File: config.mk
export PLATFORM = sky130hd
export DESIGN_NAME = mac_link_bringup_fsm
export DESIGN_NICKNAME = d
export VERILOG_FILES = /design/src/rtl/mac_link_bringup_fsm.sv
export SDC_FILE = /design/constraint.sdc
export NUM_CORES = 1
export LEC_CHECK = 0
export ABC_AREA = 1
export BUFFER_PORTS_ARGS = -buffer_cell sky130_fd_sc_hd__buf_2
export CORE_ASPECT_RATIO = 2
export CORE_MARGIN = 5
export CORE_UTILIZATION = 60
export CTS_CLUSTER_SIZE = 8
export DETAILED_ROUTE_END_ITERATION = 10
export MAX_ROUTING_LAYER = met4
export PLACE_DENSITY = 0.83
export SYNTH_ARGS = -nofsm -noshare
export SYNTH_HDL_FRONTEND = slang
export SYNTH_SLANG_ARGS = --single-unit
File: constraint.sdc
create_clock -name dclk -period 3.54 [get_ports dclk]
set_clock_uncertainty 0.1 [all_clocks]
set_input_delay 0.354 -clock dclk [delete_from_list [all_inputs] [get_ports dclk]]
set_output_delay 0.354 -clock dclk [all_outputs]
set_load 0.01 [all_outputs]
File: src/rtl/mac_link_bringup_fsm.sv
// Multi-lane MAC/PCS bring-up sequencer: settle, reset pulse, staged lock/sync/align
// checks, stability window, then continuous link monitoring with bounded automatic retry.
module mac_link_bringup_fsm #(
  parameter int NUM_LANES       = 4,
  parameter int CLK_PER_US      = 75,
  parameter int SETTLE_US       = 10000,
  parameter int RESET_CYCLES    = 3,
  parameter int PROP_US         = 5,
  parameter int LOCK_TIMEOUT_US = 20000,
  parameter int STABLE_US       = 1000,
  parameter int MAX_RETRY       = 3,
  parameter int TIMER_W         = 32
) (
  input  logic                           dclk,
  input  logic                           sys_reset,
  input  logic                           restart,
  input  logic [NUM_LANES-1:0]           stat_rx_block_lock,
  input  logic [NUM_LANES-1:0]           stat_rx_synced,
  input  logic                           stat_rx_aligned,
  input  logic                           stat_rx_status,
  output logic                           link_reset,
  output logic                           pktgen_enable,
  output logic                           link_up,
  output logic [4:0]                     completion_status,
  output logic [$clog2(MAX_RETRY+1)-1:0] retry_count,
  output logic [NUM_LANES-1:0]           fail_lane_mask
);

  localparam int RETRY_W = $clog2(MAX_RETRY + 1);

  localparam logic [TIMER_W-1:0] SETTLE_LD = TIMER_W'(longint'(SETTLE_US) * longint'(CLK_PER_US));
  localparam logic [TIMER_W-1:0] RESET_LD  = TIMER_W'(RESET_CYCLES);
  localparam logic [TIMER_W-1:0] PROP_LD   = TIMER_W'(longint'(PROP_US) * longint'(CLK_PER_US));
  localparam logic [TIMER_W-1:0] LOCK_LD   = TIMER_W'(longint'(LOCK_TIMEOUT_US) * longint'(CLK_PER_US));
  localparam logic [TIMER_W-1:0] STABLE_LD = TIMER_W'(longint'(STABLE_US) * longint'(CLK_PER_US));

  typedef enum logic [3:0] {
    S_IDLE, S_SETTLE, S_RST, S_PROP, S_ANY_LOCK, S_ALL_LOCK, S_ANY_SYNC,
    S_ALL_SYNC, S_ALIGN, S_STABLE, S_RUN, S_FAIL, S_DEAD
  } state_e;

  typedef enum logic [4:0] {
    ST_TEST_START         = 5'd0,
    ST_RUNNING            = 5'd1,
    ST_NO_BLOCK_LOCK      = 5'd2,
    ST_PARTIAL_BLOCK_LOCK = 5'd3,
    ST_INCONS_BLOCK_LOCK  = 5'd4,
    ST_NO_LANE_SYNC       = 5'd5,
    ST_PARTIAL_LANE_SYNC  = 5'd6,
    ST_INCONS_LANE_SYNC   = 5'd7,
    ST_NO_ALIGN_OR_STATUS = 5'd8,
    ST_LOSS_OF_STATUS     = 5'd9,
    ST_RETRY_EXHAUSTED    = 5'd16,
    ST_NO_START           = 5'h1F
  } status_e;

  state_e               state, state_d;
  status_e              status_q, status_d, fail_code;
  logic [TIMER_W-1:0]   timer, timer_d, load_val;
  logic                 load, fail, timeout;
  logic                 link_reset_d, pktgen_d;
  logic [RETRY_W-1:0]   retry_d;
  logic [NUM_LANES-1:0] mask_d;
  logic                 any_lock, all_lock, any_sync, all_sync, healthy;

  assign any_lock = |stat_rx_block_lock;
  assign all_lock = &stat_rx_block_lock;
  assign any_sync = |stat_rx_synced;
  assign all_sync = &stat_rx_synced;
  assign healthy  = all_lock && all_sync && stat_rx_aligned && stat_rx_status;
  assign timeout  = (timer == '0);

  assign link_up           = (state == S_RUN);
  assign completion_status = status_q;

  // NOTE: every signal written here gets a default first so no path leaves it unassigned (no latches).
  always_comb begin
    state_d      = state;
    status_d     = status_q;
    link_reset_d = link_reset;
    pktgen_d     = pktgen_enable;
    retry_d      = retry_count;
    mask_d       = fail_lane_mask;
    load         = 1'b0;
    load_val     = '0;
    fail         = 1'b0;
    fail_code    = ST_LOSS_OF_STATUS;

    if (restart) begin
      state_d      = S_SETTLE;
      load         = 1'b1;
      load_val     = SETTLE_LD;
      status_d     = ST_TEST_START;
      link_reset_d = 1'b0;
      pktgen_d     = 1'b0;
      retry_d      = '0;
    end else begin
      case (state)
        S_IDLE: begin
          state_d  = S_SETTLE;
          load     = 1'b1;
          load_val = SETTLE_LD;
          status_d = ST_TEST_START;
        end
        S_SETTLE: if (timeout) begin
          state_d      = S_RST;
          load         = 1'b1;
          load_val     = RESET_LD;
          link_reset_d = 1'b1;
        end
        S_RST: if (timeout) begin
          state_d      = S_PROP;
          load         = 1'b1;
          load_val     = PROP_LD;
          link_reset_d = 1'b0;
        end
        S_PROP: if (timeout) begin
          state_d  = S_ANY_LOCK;
          load     = 1'b1;
          load_val = LOCK_LD;
        end
        // Lock/sync/align stages share one timeout budget loaded on entry to ANY_LOCK.
        S_ANY_LOCK: begin
          if (any_lock)     state_d = S_ALL_LOCK;
          else if (timeout) begin fail = 1'b1; fail_code = ST_NO_BLOCK_LOCK; end
        end
        S_ALL_LOCK: begin
          if (all_lock)     state_d = S_ANY_SYNC;
          else if (timeout) begin fail = 1'b1; fail_code = ST_PARTIAL_BLOCK_LOCK; end
        end
        S_ANY_SYNC: begin
          if (!all_lock)    begin fail = 1'b1; fail_code = ST_INCONS_BLOCK_LOCK; end
          else if (any_sync) state_d = S_ALL_SYNC;
          else if (timeout) begin fail = 1'b1; fail_code = ST_NO_LANE_SYNC; end
        end
        S_ALL_SYNC: begin
          if (!all_lock)    begin fail = 1'b1; fail_code = ST_INCONS_BLOCK_LOCK; end
          else if (all_sync) state_d = S_ALIGN;
          else if (timeout) begin fail = 1'b1; fail_code = ST_PARTIAL_LANE_SYNC; end
        end
        S_ALIGN: begin
          if (!all_lock)      begin fail = 1'b1; fail_code = ST_INCONS_BLOCK_LOCK; end
          else if (!all_sync) begin fail = 1'b1; fail_code = ST_INCONS_LANE_SYNC; end
          else if (stat_rx_aligned && stat_rx_status) begin
            state_d  = S_STABLE;
            load     = 1'b1;
            load_val = STABLE_LD;
          end else if (timeout) begin fail = 1'b1; fail_code = ST_NO_ALIGN_OR_STATUS; end
        end
        S_STABLE: begin
          if (!healthy) fail = 1'b1;
          else if (timeout) begin
            state_d  = S_RUN;
            status_d = ST_RUNNING;
            pktgen_d = 1'b1;
            retry_d  = '0;
          end
        end
        S_RUN: if (!healthy) fail = 1'b1;
        S_FAIL: begin
          if (retry_count < RETRY_W'(MAX_RETRY)) begin
            state_d      = S_RST;
            load         = 1'b1;
            load_val     = RESET_LD;
            link_reset_d = 1'b1;
            retry_d      = retry_count + RETRY_W'(1);
          end else begin
            state_d  = S_DEAD;
            status_d = ST_RETRY_EXHAUSTED;
          end
        end
        S_DEAD:  state_d = S_DEAD;
        default: state_d = S_IDLE;
      endcase

      if (fail) begin
        state_d  = S_FAIL;
        status_d = fail_code;
        mask_d   = stat_rx_block_lock & stat_rx_synced;
        pktgen_d = 1'b0;
      end
    end
  end

  // A load takes priority over the free-running decrement; the counter parks at zero.
  always_comb begin
    timer_d = timer;
    if (load)            timer_d = load_val;
    else if (!timeout)   timer_d = timer - TIMER_W'(1);
  end

  // NOTE: sequential state uses non-blocking assignments so all registers update together.
  always_ff @(posedge dclk or posedge sys_reset) begin
    if (sys_reset) begin
      state          <= S_IDLE;
      timer          <= '0;
      status_q       <= ST_NO_START;
      link_reset     <= 1'b0;
      pktgen_enable  <= 1'b0;
      retry_count    <= '0;
      fail_lane_mask <= '0;
    end else begin
      state          <= state_d;
      timer          <= timer_d;
      status_q       <= status_d;
      link_reset     <= link_reset_d;
      pktgen_enable  <= pktgen_d;
      retry_count    <= retry_d;
      fail_lane_mask <= mask_d;
    end
  end

endmodule
# After elaboration in Yosys (flattened, before gate mapping)

Index checks and enable logic that the tools add are counted.

Bits of input ports: 13
Logic and storage cells: 153
Register bits: 49
Output and inout port bits: 14

Reduce and logical (&&, ||, !) cells: 24
Muxes and demuxes: 83
Add/subtract/negate cells: 2
Order comparisons: 1
Bitwise operators: 2
Equal/unequal tests: 34

Operator list:

| kind                                                                  | count |
|---|---|
| 21-bit case mux with 6 select lines                                   | 1 |
| 4-bit two-way mux                                                     | 29 |
| 32-bit two-way mux                                                    | 2 |
| 4-bit inequality test, second input constant                          | 15 |
| 4-bit case mux with 13 select lines                                   | 1 |
| 17-bit two-way mux                                                    | 3 |
| 21-bit two-way mux                                                    | 2 |
| 32-bit logical NOT                                                    | 1 |
| 32-bit by 1-bit subtractor with 32-bit output, second input constant  | 1 |
| 1-bit two-way mux                                                     | 27 |
| 5-bit two-way mux                                                     | 5 |
| 4-bit equality test, second input constant                            | 5 |
| 4-bit case mux with 5 select lines                                    | 1 |
| 4-bit AND reduction                                                   | 5 |
| 4-bit by 3-bit equality test with 1-bit output, second input constant | 4 |
| 3-bit inequality test, second input constant                          | 5 |
| 5-bit case mux with 3 select lines                                    | 1 |
| 15-bit AND reduction                                                  | 1 |
| 2-bit two-way mux                                                     | 6 |
| 3-bit nonzero test                                                    | 4 |
| 9-bit two-way mux                                                     | 1 |
| 4-bit by 2-bit equality test with 1-bit output, second input constant | 2 |
| 4-bit OR reduction                                                    | 2 |
| 1-bit case mux with 6 select lines                                    | 1 |
| other kinds (18)                                                      | 21 |

# Longest topological paths before layout

Depth in word-level cells: 9
Depth in mapped cells: 16

# Worst setup path before layout

Ideal clock, no wire load.

Path type: register -> register
From: register timer[0]
To: register state[3]
Data required time: 3.322 ns
Slack: 1.624 ns
Data arrival time: 1.698 ns
Path buffers: 0
Cell stages (with the launch flop): 14
Path through: dfrtp_1 inv_1 ha_1 nand2_1 nor2_1 nand2_1 nor2_2 nand3_1 nor2_4 nor2_8 nand4_4 nand3_2 nand2_1 nand2_1

Cells in the longest elaborated chain, start to end: 9

Ends and longest elaborated chain:

| element                                                                    | RTL line | text |
|---|---|---|
| from (decl)                                                                | 59       | `logic [TIMER_W-1:0] timer, timer_d, load_val;` |
| from (signal assigned)                                                     | 204      | `timer <= timer_d;` |
| 32-bit logical NOT *                                                       | 71       | `assign timeout = (timer == '0);` |
| 1-bit two-way mux                                                          | n/a      |  |
| 1-bit two-way mux                                                          | 144      | `else if (stat_rx_aligned && stat_rx_status) begin` |
| 1-bit two-way mux                                                          | 143      | `else if (!all_sync) begin fail = 1'b1; fail_code = ST_INCONS_LANE_SYNC; end` |
| 1-bit two-way mux                                                          | 142      | `if (!all_lock) begin fail = 1'b1; fail_code = ST_INCONS_BLOCK_LOCK; end` |
| 1-bit case mux with 6 select lines                                         | 98       | `case (state)` |
| 1-bit two-way mux                                                          | 89       | `if (restart) begin` |
| 4-bit inequality test (no line) (tied with other cells)                    | n/a      |  |
| 15-bit AND reduction (no line) / 4-bit two-way mux (equally long branches) | n/a      |  |
| to (signal assigned)                                                       | 203      | `state <= state_d;` |
| to (decl)                                                                  | 57       | `state_e state, state_d;` |

Every way passes the cells marked *; elsewhere a longest branch is shown, timed or not. The select of a mux whose other input is x is not followed.
A chain may end at the register's enable or synchronous reset.

# Worst setup path in the final report

From: register timer[0]
To: register timer[0]

Cells in the longest elaborated chain, start to end: 5

Ends and longest elaborated chain:

| element |
|---|
| parallel branches: the longest is 5 deep, another holds 32-bit by 1-bit subtractor with 32-bit output |

Parallel ways; which one is timed is not known. The select of a mux whose other input is x is not followed.

==> key figures <==
STA
  – Maximum clock frequency: 408 MHz
  – Number of pins exceeding their max-slew limit in the final report: 0
  – Endpoints failing setup: 0
  – Actual transition at the worst max-transition pin: 1.04 ns
  – Final critical delay including setup and external delays: 2.45 ns
  – Worst slack on hold paths: 0.201 ns
  – Worst slew margin: 0.308
  – Share of the clock period used by the worst path after layout: 0.692
  – Total Negative Setup Slacks: 0 ns
  – Unrepaired setup endpoints after global routing: false
  – Count of endpoints failing hold in the final timing report: 0

Clocking
  – Clock-pin slew of the registers on the worst-case setup and hold paths: 0.07 ns
  – Post-CTS resize count: 0
  – Number of buffers inserted to repair setup after CTS: 0
  – Buffers from clock root to sink, at most: 2
  – Number of buffers added to fix hold violations after cts: 0
  – Number of H-tree levels: 2
  – Num CTS Buffers: 5
  – Clock insertion delay at the later pin of the skew report: ~0.30 ns
  – Clock tree sinks: 49
  – Root buffer cell: sky130_fd_sc_hd__clkbuf_16
  – TritonCTS clock tree: done

Synthesis
  – Library cell with the largest summed area after synthesis: sky130_fd_sc_hd__dfrtp_1
  – Synth cell types: 42
  – Number of flip-flops and latches in the synthesized netlist: 49
  – Ys flop type: sky130_fd_sc_hd__dfrtp_1
  – Share of flip-flops with an asynchronous set or reset: 1.00
  – Number of warnings reported in the yosys synthesis log: 0
  – Mapped Nets: 519
  – Avg Inst Size Synth: around 7 sq um
  – Synthesized netlist cell count: 503
  – Number of flops mapped to enable cells by yosys: 0
  – Post-synthesis cell area: 3560 sq um
  – Ranking of synthesized cells by area: sky130_fd_sc_hd__dfrtp_1 31%, sky130_fd_sc_hd__nand2_1 12%, sky130_fd_sc_hd__nor2_1 7.9%
  – Sequential area share after synthesis: 0.346
  – Share of the synthesized area in the top cell type: 0.309

Critical path
  – Series of cell instances along the critical path: inv_1, ha_1, nand2_1, nor2_1, nand2_1, nor2_1, nand2_2, inv_2, nand2_2, nand3_4, inv_2, nand2_4, inv_2, nor2_1, a21oi_1
  – R2R Path Start: timer[0]
  – Max stage delay cell, worst path: sky130_fd_sc_hd__dfrtp_1
  – Crit start category: flip-flop
  – Highest fanout seen on the critical path: 23
  – Delay contributed by the slowest stage of the critical path: 0.35 ns
  – Arrival @ worst endpoint: around 2.6 ns
  – Worst Setup End Kind: flip-flop
  – Critical path required time: 3.66 ns
  – Worst reg2reg path depth: 15
  – Critical setup path kind: reg -> reg
  – Worst-case register-to-register setup slack: between 1 and 1.5 ns
  – Critical register-to-register path endpoint: timer[0]

Route
  – Routed length per placed instance: 18.4 um
  – Antenna violation net count after detailed routing: 0
  – Total length of routed wires: 10900 um
  – Vias: 3529
  – Via density per instance: about 6
  – DRC violation count after routing: 0
  – Number of iterations in the first detailed-routing pass: 5
  – First-iteration detailed-routing DRC count: around 220

Run
  – Max cap viols: 0

GRT
  – Gr usage total: 0.310
  – Maximum number of pins on one net before global-route repair: 50
  – Antenna violations before repair: 0
  – Total overflow reported by the global router: 0
  – First-pass GRT wire length: 17500 um
  – Via count of the first global-routing pass: 3734

Power
  – Worst vdd rail ir drop: 464 uV
  – Final Total Pwr: 2.56 mW
  – Leak pwr: about 1.9 nW
  – Power density cells: 658 nW/um^2

Placement
  – Placement Cell Area: 3710 sq um
  – Final HPWL DP: 8660 um
  – Placer's final routability congestion estimate: 1.07
  – Port Buffers: 26

Min path
  – Class of the worst hold path: in -> async

Cells and area
  – Count of inserted antenna diode cells: 0
  – Area growth, synth to finish: 9.07%
  – Layout cells sized above 1: 0.196
  – Layout fillers: 524
  – Final instance area: 3880 sq um
  – Final net count: 545

Run status
  – Result of the run: complete, no violations

Floorplanning
  – Floorplan Core Area: between 5000 and 6000 sq um
  – IO Count: 27
  – FP Rows: 39
  – Die span in y: 119 um
  – Starting Density: 0.618
  – Die area: 7670 sq um
  – Width of the die: 64.5 um
==> logic make-up after synthesis <==
logic type               synth area share
AND/OR/NAND/NOR                     0.407
buffers and inverters              0.0830
AO/OA/AOI/OAI                       0.101
flip-flops                          0.346
XOR/XNOR                           0.0517
adder cells (fa/ha/maj)            0.0105
==> worst max-delay path by stage <==
stage	start	to	slack [ns]	cells past startpoint
after floorplan	timer[0]	state[3]	1.62	13
after global placement	timer[19]	timer[27]	1.17	15
after detailed placement	timer[0]	timer[0]	1.14	15
after CTS	timer[19]	timer[27]	1.11	15
after global routing	timer[19]	timer[27]	0.87	15
final	timer[0]	timer[0]	1.09	15
==> cell usage in the layout, fill, tap and decap left out, drive strengths merged <==
| master | instances |
|---|---|
| clkinv | 2 |
| a21boi | 1 |
| a31oi | 2 |
| o22ai | 3 |
| nand2 | 129 |
| dfrtp | 44 |
| o32ai | 1 |
| dfstp | 5 |
| nor3 | 20 |
| xor2 | 10 |
| o31ai | 1 |
| clkbuf | 5 |
| nor4 | 6 |
| inv | 62 |
| a21oi | 26 |
| o21ai | 26 |
| o211ai | 1 |
| bufinv | 1 |
| xnor2 | 11 |
| nor2 | 96 |
| a211oi | 2 |
| ha | 3 |
| nand3 | 33 |
| buf | 27 |
| nand4 | 11 |
| and2 | 2 |
==> final cells by class <==
cell class / instances / area (sq um) / share of cell area
Clock buffer: 5 / 125 / 0.0322
Clock inverter: 3 / 43.8 / 0.0113
Inverter: 62 / 235 / 0.0606
Multi-Input combinational cell: 384 / 2030 / 0.523
Sequential cell: 49 / 1230 / 0.317
Tap cell: 61 / 76.3 / 0.0197
Timing Repair Buffer: 27 / 138 / 0.0354
==> report_power, final <==
group	internal [mW]	total, mW	switching, mW
combinational	0.379	1.17	0.788
sequential	0.697	0.833	0.135
clock	0.335	0.556	0.221
total	1.41	2.56	1.14
==> worst max-delay path, delay by kind of cell (launching register included) <==
| family | cells | cell delay [ns] |
|---|---|---|
| simple gates | 9 | 0.75 |
| fa+ha+maj | 1 | 0.24 |
| flops | 1 | 0.35 |
| buf+inv | 4 | 0.80 |
| compound gates | 1 | 0.13 |
==> layer usage <==
layer  track usage  up-vias  share of wire  routed length [um]
li1              -     1668              -                   -
met1         0.263     1639           0.31                3410
met2         0.566      144           0.55                6020
met3        0.0386       78          0.032                 345
met4         0.274        0           0.10                1090
met5             -        -              0                   0
==> flip-flops by register name (all words and copies together) (netlist names) <==
register and flops:
timer 32, fail_lane_mask 4, retry_count 2, link_reset 1
state 4, completion_status 5, pktgen_enable 1
==> synth_stat cells, types with 5 or more instances <==
cell	instances
sky130_fd_sc_hd__nand2_1	114
sky130_fd_sc_hd__nor2_1	75
sky130_fd_sc_hd__dfrtp_1	44
sky130_fd_sc_hd__inv_1	44
sky130_fd_sc_hd__nand3_1	30
sky130_fd_sc_hd__a21oi_1	24
sky130_fd_sc_hd__nor3_1	19
sky130_fd_sc_hd__inv_2	16
sky130_fd_sc_hd__nor2_2	13
sky130_fd_sc_hd__o21ai_0	13
sky130_fd_sc_hd__o21ai_1	12
sky130_fd_sc_hd__xnor2_1	11
sky130_fd_sc_hd__nand2_2	10
sky130_fd_sc_hd__xor2_1	10
sky130_fd_sc_hd__nand4_1	9
sky130_fd_sc_hd__nor2_4	6
sky130_fd_sc_hd__nor4_1	6
sky130_fd_sc_hd__dfstp_2	5
sky130_fd_sc_hd__nand2_4	5
==> metrics by stage <==
| step | instances | utilization | worst slack [ns] |
|---|---|---|---|
| after detailed placement | 583 | 0.645 | 1.14 |
| after global placement | 583 | 0.645 | 1.17 |
| final | 591 | 0.674 | 1.09 |
| after CTS | 591 | 0.674 | 1.11 |
| after floorplan | 503 | - | 1.62 |
| after global routing | 591 | 0.674 | 0.874 |
Power figures use the tool's default switching activity.
